==> src/rtl/rf_pkg.sv <==
// Shared types and sizing for the scalar register-file write-port controller.
package rf_pkg;

    localparam int NREGS  = 12;
    localparam int AW     = 4;
    localparam int DW     = 16;
    localparam int NSLOTS = 1 << AW;

    typedef logic [AW-1:0] reg_addr_t;
    typedef logic [DW-1:0] reg_data_t;

    typedef struct packed {
        logic      valid;
        reg_addr_t addr;
        reg_data_t data;
    } wb_req_t;

    function automatic logic in_range(reg_addr_t a);
        return int'(a) < NREGS;
    endfunction

endpackage

==> src/rtl/rr_arb2.sv <==
// Two-requester round-robin arbiter; the pointer names the requester that
// wins a tie and flips to the loser after every grant.
module rr_arb2 (
    input  logic       clk,
    input  logic       rst,
    input  logic [1:0] req,
    input  logic       advance,
    output logic [1:0] gnt
);

    logic r_ptr;

    // NOTE: every output of a combinational block gets a default first, so no path can infer a latch.
    always_comb begin
        gnt = req;
        if (req == 2'b11) begin
            gnt = r_ptr ? 2'b10 : 2'b01;
        end
    end

    // NOTE: state is updated with non-blocking assignments so all flops sample pre-edge values.
    always_ff @(posedge clk) begin
        if (rst) begin
            r_ptr <= 1'b0;
        end else if (advance) begin
            r_ptr <= gnt[0];
        end
    end

endmodule

==> src/rtl/rf_wb_arbiter.sv <==
// Write-port controller for the 12 x 16 scalar register file: arbitrates ALU and
// load writeback, registers the write by one cycle and tracks pending writes.
module rf_wb_arbiter
    import rf_pkg::*;
(
    input  logic             clk,
    input  logic             rst,
    input  logic             iss_valid,
    input  logic [AW-1:0]    iss_rd,
    output logic             iss_ready,
    input  logic             rd_use1,
    input  logic             rd_use2,
    input  logic [AW-1:0]    rd_a1,
    input  logic [AW-1:0]    rd_a2,
    output logic             raw_stall,
    input  logic [1:0]       wb_valid,
    input  logic [AW-1:0]    wb_addr0,
    input  logic [AW-1:0]    wb_addr1,
    input  logic [DW-1:0]    wb_data0,
    input  logic [DW-1:0]    wb_data1,
    output logic [1:0]       wb_ready,
    output logic             rf_wre,
    output logic [AW-1:0]    rf_a3,
    output logic [DW-1:0]    rf_wd3,
    output logic [NREGS-1:0] busy,
    output logic             addr_err
);

    wb_req_t              w_req0;
    wb_req_t              w_req1;
    wb_req_t              w_sel;
    logic [1:0]           w_gnt;
    logic                 w_xfer;
    logic                 w_iss_acc;
    logic [NSLOTS-1:0]    w_busy_ext;
    logic [NREGS-1:0]     w_set;
    logic [NREGS-1:0]     w_clr;

    logic [NREGS-1:0]     r_busy;
    logic                 r_wre;
    reg_addr_t            r_a3;
    reg_data_t            r_wd3;
    logic                 r_err;

    assign w_req0 = '{valid: wb_valid[0], addr: wb_addr0, data: wb_data0};
    assign w_req1 = '{valid: wb_valid[1], addr: wb_addr1, data: wb_data1};

    rr_arb2 u_arb (
        .clk     (clk),
        .rst     (rst),
        .req     (wb_valid),
        .advance (w_xfer),
        .gnt     (w_gnt)
    );

    // No handshake completes while reset is high, so held requests are re-arbitrated afterwards.
    assign wb_ready = rst ? 2'b00 : w_gnt;
    assign w_xfer   = |wb_ready;
    assign w_sel    = wb_ready[1] ? w_req1 : w_req0;

    // Padding the scoreboard to every encodable index makes out-of-range lookups read as free.
    assign w_busy_ext = {{(NSLOTS - NREGS){1'b0}}, r_busy};
    assign iss_ready  = ~w_busy_ext[iss_rd];
    assign raw_stall  = (rd_use1 & w_busy_ext[rd_a1]) | (rd_use2 & w_busy_ext[rd_a2]);
    assign w_iss_acc  = iss_valid & iss_ready;

    always_comb begin
        w_set = '0;
        w_clr = '0;
        if (w_iss_acc && in_range(iss_rd)) begin
            w_set = {{(NREGS - 1){1'b0}}, 1'b1} << iss_rd;
        end
        if (r_wre) begin
            w_clr = {{(NREGS - 1){1'b0}}, 1'b1} << r_a3;
        end
    end

    // NOTE: the scoreboard is a flop vector, not a RAM, so it is reset like any other state.
    always_ff @(posedge clk) begin
        if (rst) begin
            r_busy <= '0;
            r_wre  <= 1'b0;
            r_a3   <= '0;
            r_wd3  <= '0;
            r_err  <= 1'b0;
        end else begin
            r_busy <= (r_busy & ~w_clr) | w_set;
            r_wre  <= w_xfer & w_sel.valid & in_range(w_sel.addr);
            if (w_xfer) begin
                r_a3  <= w_sel.addr;
                r_wd3 <= w_sel.data;
            end
            if ((w_xfer && !in_range(w_sel.addr)) || (w_iss_acc && !in_range(iss_rd))) begin
                r_err <= 1'b1;
            end
        end
    end

    assign rf_wre   = r_wre;
    assign rf_a3    = r_a3;
    assign rf_wd3   = r_wd3;
    assign busy     = r_busy;
    assign addr_err = r_err;

endmodule

==> config.mk <==
export PLATFORM = sky130hd
export DESIGN_NAME = rf_wb_arbiter
export DESIGN_NICKNAME = d
export VERILOG_FILES = /design/src/rtl/rf_pkg.sv /design/src/rtl/rr_arb2.sv /design/src/rtl/rf_wb_arbiter.sv
export SDC_FILE = /design/constraint.sdc
export NUM_CORES = 1
export LEC_CHECK = 0
export BUFFER_PORTS_ARGS = -buffer_cell sky130_fd_sc_hd__buf_2
export CORE_MARGIN = 5
export CORE_UTILIZATION = 47
export CTS_BUF_LIST = sky130_fd_sc_hd__clkbuf_8
export DETAILED_ROUTE_END_ITERATION = 10
export PLACE_DENSITY = 0.82
export RECOVER_POWER = 50
export SKIP_LAST_GASP = 1
export SYNTH_ARGS = -nofsm -noshare
export SYNTH_HDL_FRONTEND = slang
export SYNTH_SLANG_ARGS = --single-unit
==> constraint.sdc <==
create_clock -name clk -period 1.9 [get_ports clk]
set_clock_uncertainty 0.15 [all_clocks]
set_input_delay 0.095 -clock clk [delete_from_list [all_inputs] [get_ports clk]]
set_output_delay 0.095 -clock clk [all_outputs]
set_load 0.005 [all_outputs]
==> Word level (Yosys, flattened, before mapping) <==
Index checks and enable logic that the tools add are counted.
{ "totals": {"input_bits": 59, "ff_bits": 35, "elab_cells": 43} }
{ "op_classes": {"n_reduce_logical": 7, "bitwise_logic": 10, "n_eq_ne": 1, "order_cmp": 5, "n_shift": 2, "n_mux": 12} }
{ "ops": {"columns": ["cell", "count"], "rows": [
  ["two-way mux 12 bit", 2],
  ["<< shifter 1 x 4 -> 12 bit, first input constant", 2],
  ["two-way mux 21 bit", 1],
  ["< comparator 4 x 5 -> 1 bit, second input constant", 3],
  ["bitwise AND 12 bit", 1],
  ["binary-select mux 1 bit (select 4 bit)", 3],
  ["NOT 12 bit", 1],
  ["bitwise OR 12 bit", 1],
  ["< comparator 4 bit, second input constant", 2],
  ["two-way mux 2 bit", 3],
  ["bitwise AND 1 bit", 5],
  ["logical AND 1 bit", 3],
  ["two-way mux 1 bit", 3],
  ["== test 2 bit, second input constant", 1],
  ["zero test 1 bit", 2],
  ["OR reduction 2 bit", 1],
  ["logical OR 1 bit", 1],
  ["NOT 1 bit", 1],
  ["bitwise OR 1 bit", 1]
]} }

==> Logic depth before layout (Yosys ltp) <==
{ "logic_depth": {"ltp_word": 8, "mapped_depth": 6, "depth_no_buf": 4} }

==> Modules after synthesis <==
Synthesis repeated with hierarchy kept, for this count alone.
{ "hier_totals": {"hier_cells": 218, "area_unflattened_um2": 1910.6} }
{ "modules_own_cells": {"columns": ["mod", "area_each_um2", "seq_area_each_um2", "cells_each", "instances"], "rows": [
  ["rf_wb_arbiter", 1843.0, 680.7, 211, 1],
  ["rr_arb2", 67.6, 20.0, 7, 1]
]} }

==> Worst setup path before layout <==
OpenSTA, ideal clock, no wires.
{ "synth_path": {"kind": "register -> output", "from": "register r_busy[11], in the netlist busy[11]", "to": "output raw_stall", "setup_slack_ns": 0.324, "arrival_time_ns": 1.331, "required_ns": 1.655, "path_stages_with_launch": 5, "cell_sequence": "dfxtp_1 > mux4_2 > mux2i_1 > nor3b_1 > or3_1"} }
{ "synth_via": {"elab_chain_cells": 4} }
{ "synth_rtl": {"columns": ["element", "line", "text"], "rows": [
  ["start: declaration", "rf_wb_arbiter.sv:39", "logic [NREGS-1:0] r_busy;"],
  ["start signal: assignment", "rf_wb_arbiter.sv:87", "r_busy <= (r_busy & ~w_clr) | w_set;"],
  ["binary-select mux 1 bit (select 4 bit)", "rf_wb_arbiter.sv:64", "assign raw_stall = (rd_use1 & w_busy_ext[rd_a1]) | (rd_use2 & w_busy_ext[rd_a2]);"],
  ["two-way mux 1 bit (implied by the code)", "rf_wb_arbiter.sv:64", null],
  ["bitwise AND 1 bit", "rf_wb_arbiter.sv:64", null],
  ["bitwise OR 1 bit *", "rf_wb_arbiter.sv:64", null],
  ["end: declaration", "rf_wb_arbiter.sv:15", "output logic raw_stall,"]
]} }
Every way passes the cells marked *; elsewhere a longest branch is shown, timed or not. The select of a mux whose other input is x is not followed.

==> Worst setup path after layout <==
{ "layout_path": {"from": "register r_busy[9], in the netlist busy[9]", "to": "output raw_stall"} }
Same word-level chain as after synthesis.

==> PnR_summary.wiki <==
{| class="wikitable"
! Metric !! Value
|-
| Global-route usage over all layers || 24.5%
|-
| Final setup slack of the worst path || -0.107 ns
|-
| Drt wl/cell || 17.0 um
|-
| Number of antenna-violating nets in the routed design || 0
|-
| Power density over the cells || 581 nW/um2
|-
| Number of detailed-routing iterations run before antenna repair || 4
|-
| TritonCTS clock tree || yes
|-
| Largest family of logic cells by synthesized area || multiplexers
|-
| Share of power burned in the clock network || 28.9%
|-
| Net total in the final layout || 391
|-
| Synth Register Bits || 35
|-
| Actual transition at the worst max-transition pin || 0.393 ns
|-
| Start point of the critical path || busy[9]
|-
| Largest fanout on the critical path || 3
|-
| Headroom to the max-slew limit || 73.8%
|-
| Die width || 73.6 um
|-
| Number of buffers on the longest clock path || 2
|-
| Initial Util || 47.9%
|-
| Via count of the first global-routing pass || 2163
|-
| Cell area after synthesis || 1900 um2
|-
| Setup WS pre-CTS || 0.132 ns
|-
| Combinational share of power || 22.1%
|-
| Yosys warns || 0
|-
| Die height || 73.6 um
|-
| Antenna diode count || 0
|-
| Total CTS buffers || 5
|-
| Post-detail-place hpwl || 4.11 mm
|-
| Type of element launching the critical path || register
|-
| Type of the most critical hold path || in -> reg
|-
| Clock edge transition at the registers on the reported setup and hold paths || 0.07 ns
|-
| Area growth syn-to-layout || 50.3%
|-
| Xor/xnor cell area share of the yosys netlist || 0%
|-
| Category of the worst setup path capture point || output pin
|-
| Endpoints failing hold || 0
|-
| Num rows || 23
|-
| Starting DRC count in detailed routing || 124
|-
| Clock latency at the later pin of the worst-skew pair || 0.28 ns
|-
| Pins Over Slew Limit || 0
|-
| Max rail drop VDD || 0.000440 V
|-
| Reported leakage power || 1.31 nW
|-
| Internal Dissipation || 1.21 mW
|-
| Number of antenna violations at the first check in global routing || 0
|-
| Sequential element share of the synthesized area || 36.9%
|-
| Worst r2r src || busy[9]
|-
| Synthesized area per cell || 9.50 um2
|-
| # setup viols final || 2
|-
| Top-Level Pins || 97
|-
| Maximum clock rate || 498 MHz
|-
| Largest net degree at the start of global routing || 18
|-
| CTS sink cnt || 35
|-
| Final cell count without fillers || 381
|-
| Flop pwr share || 49.0%
|-
| Hold Path Origin || wb_data1[15]
|-
| Number of flops mapped to enable cells by yosys || 0
|-
| Async set-reset flop share out of synthesis || 0%
|-
| Fin crit share || 106%
|-
| Grt ovf || 0
|-
| Wire length of the first global-routing pass || 10.2 mm
|-
| Gate count after technology mapping || 200
|-
| Number of violations of the max-capacitance limit || 0
|-
| Critical path required time || 1.65 ns
|-
| Fraction of synthesized area in multiplexers || 22.3%
|-
| Core Footprint || 3970 um2
|-
| Reported net switching power || 0.448 mW
|-
| Tmin final || 2.01 ns
|-
| Endpoint arrival time on the critical path || 1.76 ns
|-
| DRC violations left || 0
|-
| Routability cong. || 0.877
|-
| Switching Share || 27.0%
|-
| Summed negative setup slack over all endpoints || -0.192 ns
|-
| Die area || 5420 um2
|-
| Final Routed Wirelength || 6.47 mm
|-
| Run status || finished, violations left
|-
| Root buffer cell || clkbuf_8
|-
| Port buffer count || 96
|-
| Per-cell via count in the routed design || 5.54
|-
| Fraction of final layout cells with drive strength greater than 1 || 33.5%
|-
| Net count of the mapped netlist || 259
|-
| H-tree level count || 2
|-
| Adder and majority gate portion of the synthesized area || 0%
|-
| Count of vias placed by the detailed router || 2109
|-
| Count of placed standard cells including taps || 338
|-
| Primary FF master, synth || dfxtp_1
|-
| CP Class || reg -> out
|-
| RSZ-0062 raised after global routing || true
|-
| Worst hold slack across all endpoints || 0.00242 ns
|-
| Violations in the final reports || setup timing
|-
| Number of distinct standard cells referenced by the synthesized netlist || 30
|-
| Post-Synth Simple-Gate Area || 21.9%
|-
| Synth Area in Compound Gates || 15.1%
|}
## flip-flops by register name (all words and copies together), names as in the netlist
register,count
busy,12
addr_err,1
u_arb.r_ptr,1
rf_wre,1
rf_a3,4
rf_wd3,16
## layout make-up
type	instances	area (um2)
multi-input combinational	149	1130
sequential	35	709
fill	300	1110
timing repair buffer	138	866
tap	50	62.6
clock buffer	5	68.8
clock inverter	1	3.75
inverter	3	11.3
## cells in the final DEF, fill, tap and decap left out, drive strengths merged
master	synthesis	final
dlygate4sd3	0	34
buf	4	83
nor4b	2	2
nor3	3	3
nand3	4	4
a31oi	2	2
clkbuf	9	26
nand4b	2	2
nor2	8	8
o31ai	2	2
inv	3	4
mux2i	22	22
dfxtp	35	35
nor2b	2	2
o21ai	26	26
nand3b	16	16
o211a	1	1
or2	2	2
or3b	1	1
nand2	16	16
and2b	1	1
a211oi	6	6
mux4	9	9
nand2b	6	6
a21oi	15	15
nor3b	2	2
or3	1	1
## synthesized netlist by cell type, types with 3 or more instances
master / instances / area, um2
nand2_1: 16 / 60.1
o21ai_0: 25 / 125
nand3_1: 4 / 20.0
mux4_2: 9 / 203
inv_1: 3 / 11.3
a21oi_1: 15 / 75.1
nor2_1: 8 / 30.0
dfxtp_1: 35 / 701
nand3b_1: 16 / 120
nand2b_1: 6 / 37.5
a211oi_1: 6 / 45.0
mux2i_1: 22 / 220
clkbuf_1: 9 / 33.8
## logic make-up (layout without fill, tap and decap cells)
group | Yosys count | in the layout
AOI/OAI and AO/OA | 52 | 52
DFF | 35 | 35
buffers and inverters | 16 | 147
muxes | 31 | 31
and+or+nand+nor | 66 | 66
## per-stage QoR
step	utilization, %	area, um2	total power, mW
2_1_floorplan	-	1900	0.978
3_3_place_gp	60.9	2420	1.12
3_5_place_dp	60.9	2420	1.13
4_1_cts	71.9	2860	1.66
5_1_grt	71.9	2860	1.74
6_report	71.9	2860	1.66
## path summary, 6_finish.rpt
path | to | slack (ns) | depth (start not counted)
worst max-delay path | raw_stall | -0.11 | 5
worst min-delay path | rf_wd3[15] | 0.002 | 3
worst max register to register | busy[11] | 0.01 | 6
worst min register to register | rf_wd3[6] | 0.34 | 2
## layer usage
layer  global-route usage (%)  wire length [um]  part of all wire [%]  vias up
li1                         -                 -                     -     1002
met1                     28.6              2560                    40      992
met3                     7.39               662                    10        4
met2                     42.5              3200                    49      111
met5                        0                 0                     0        -
met4                     7.85                38                  0.59        0
## worst max-delay path, stage by stage, from the launching register on
cell and delay, ns:
dfxtp_4 0.35, mux4_2 0.45, mux2i_1 0.15, nor3b_1 0.06, or3_1 0.33, buf_2 0.13
## timing repair
item / 4_1_cts / 5_1_grt
hold buffers: 34 / 0
buffers inserted: 2 / 1
resized for setup: 6 / 6
pin swaps: 3 / 1
endpoints found under the setup margin: 1 / 7
hold endpoints to repair: 20 / 0
## power by group through the flow
stage | registers [mW] | logic, mW | clock network [mW]
after floorplan | 0.826 | 0.152 | 0
after global placement | 0.825 | 0.295 | 0
after CTS | 0.809 | 0.358 | 0.492
after detailed placement | 0.826 | 0.302 | 0
after global routing | 0.819 | 0.401 | 0.523
final | 0.813 | 0.368 | 0.480
Power figures use the tool's default switching activity.
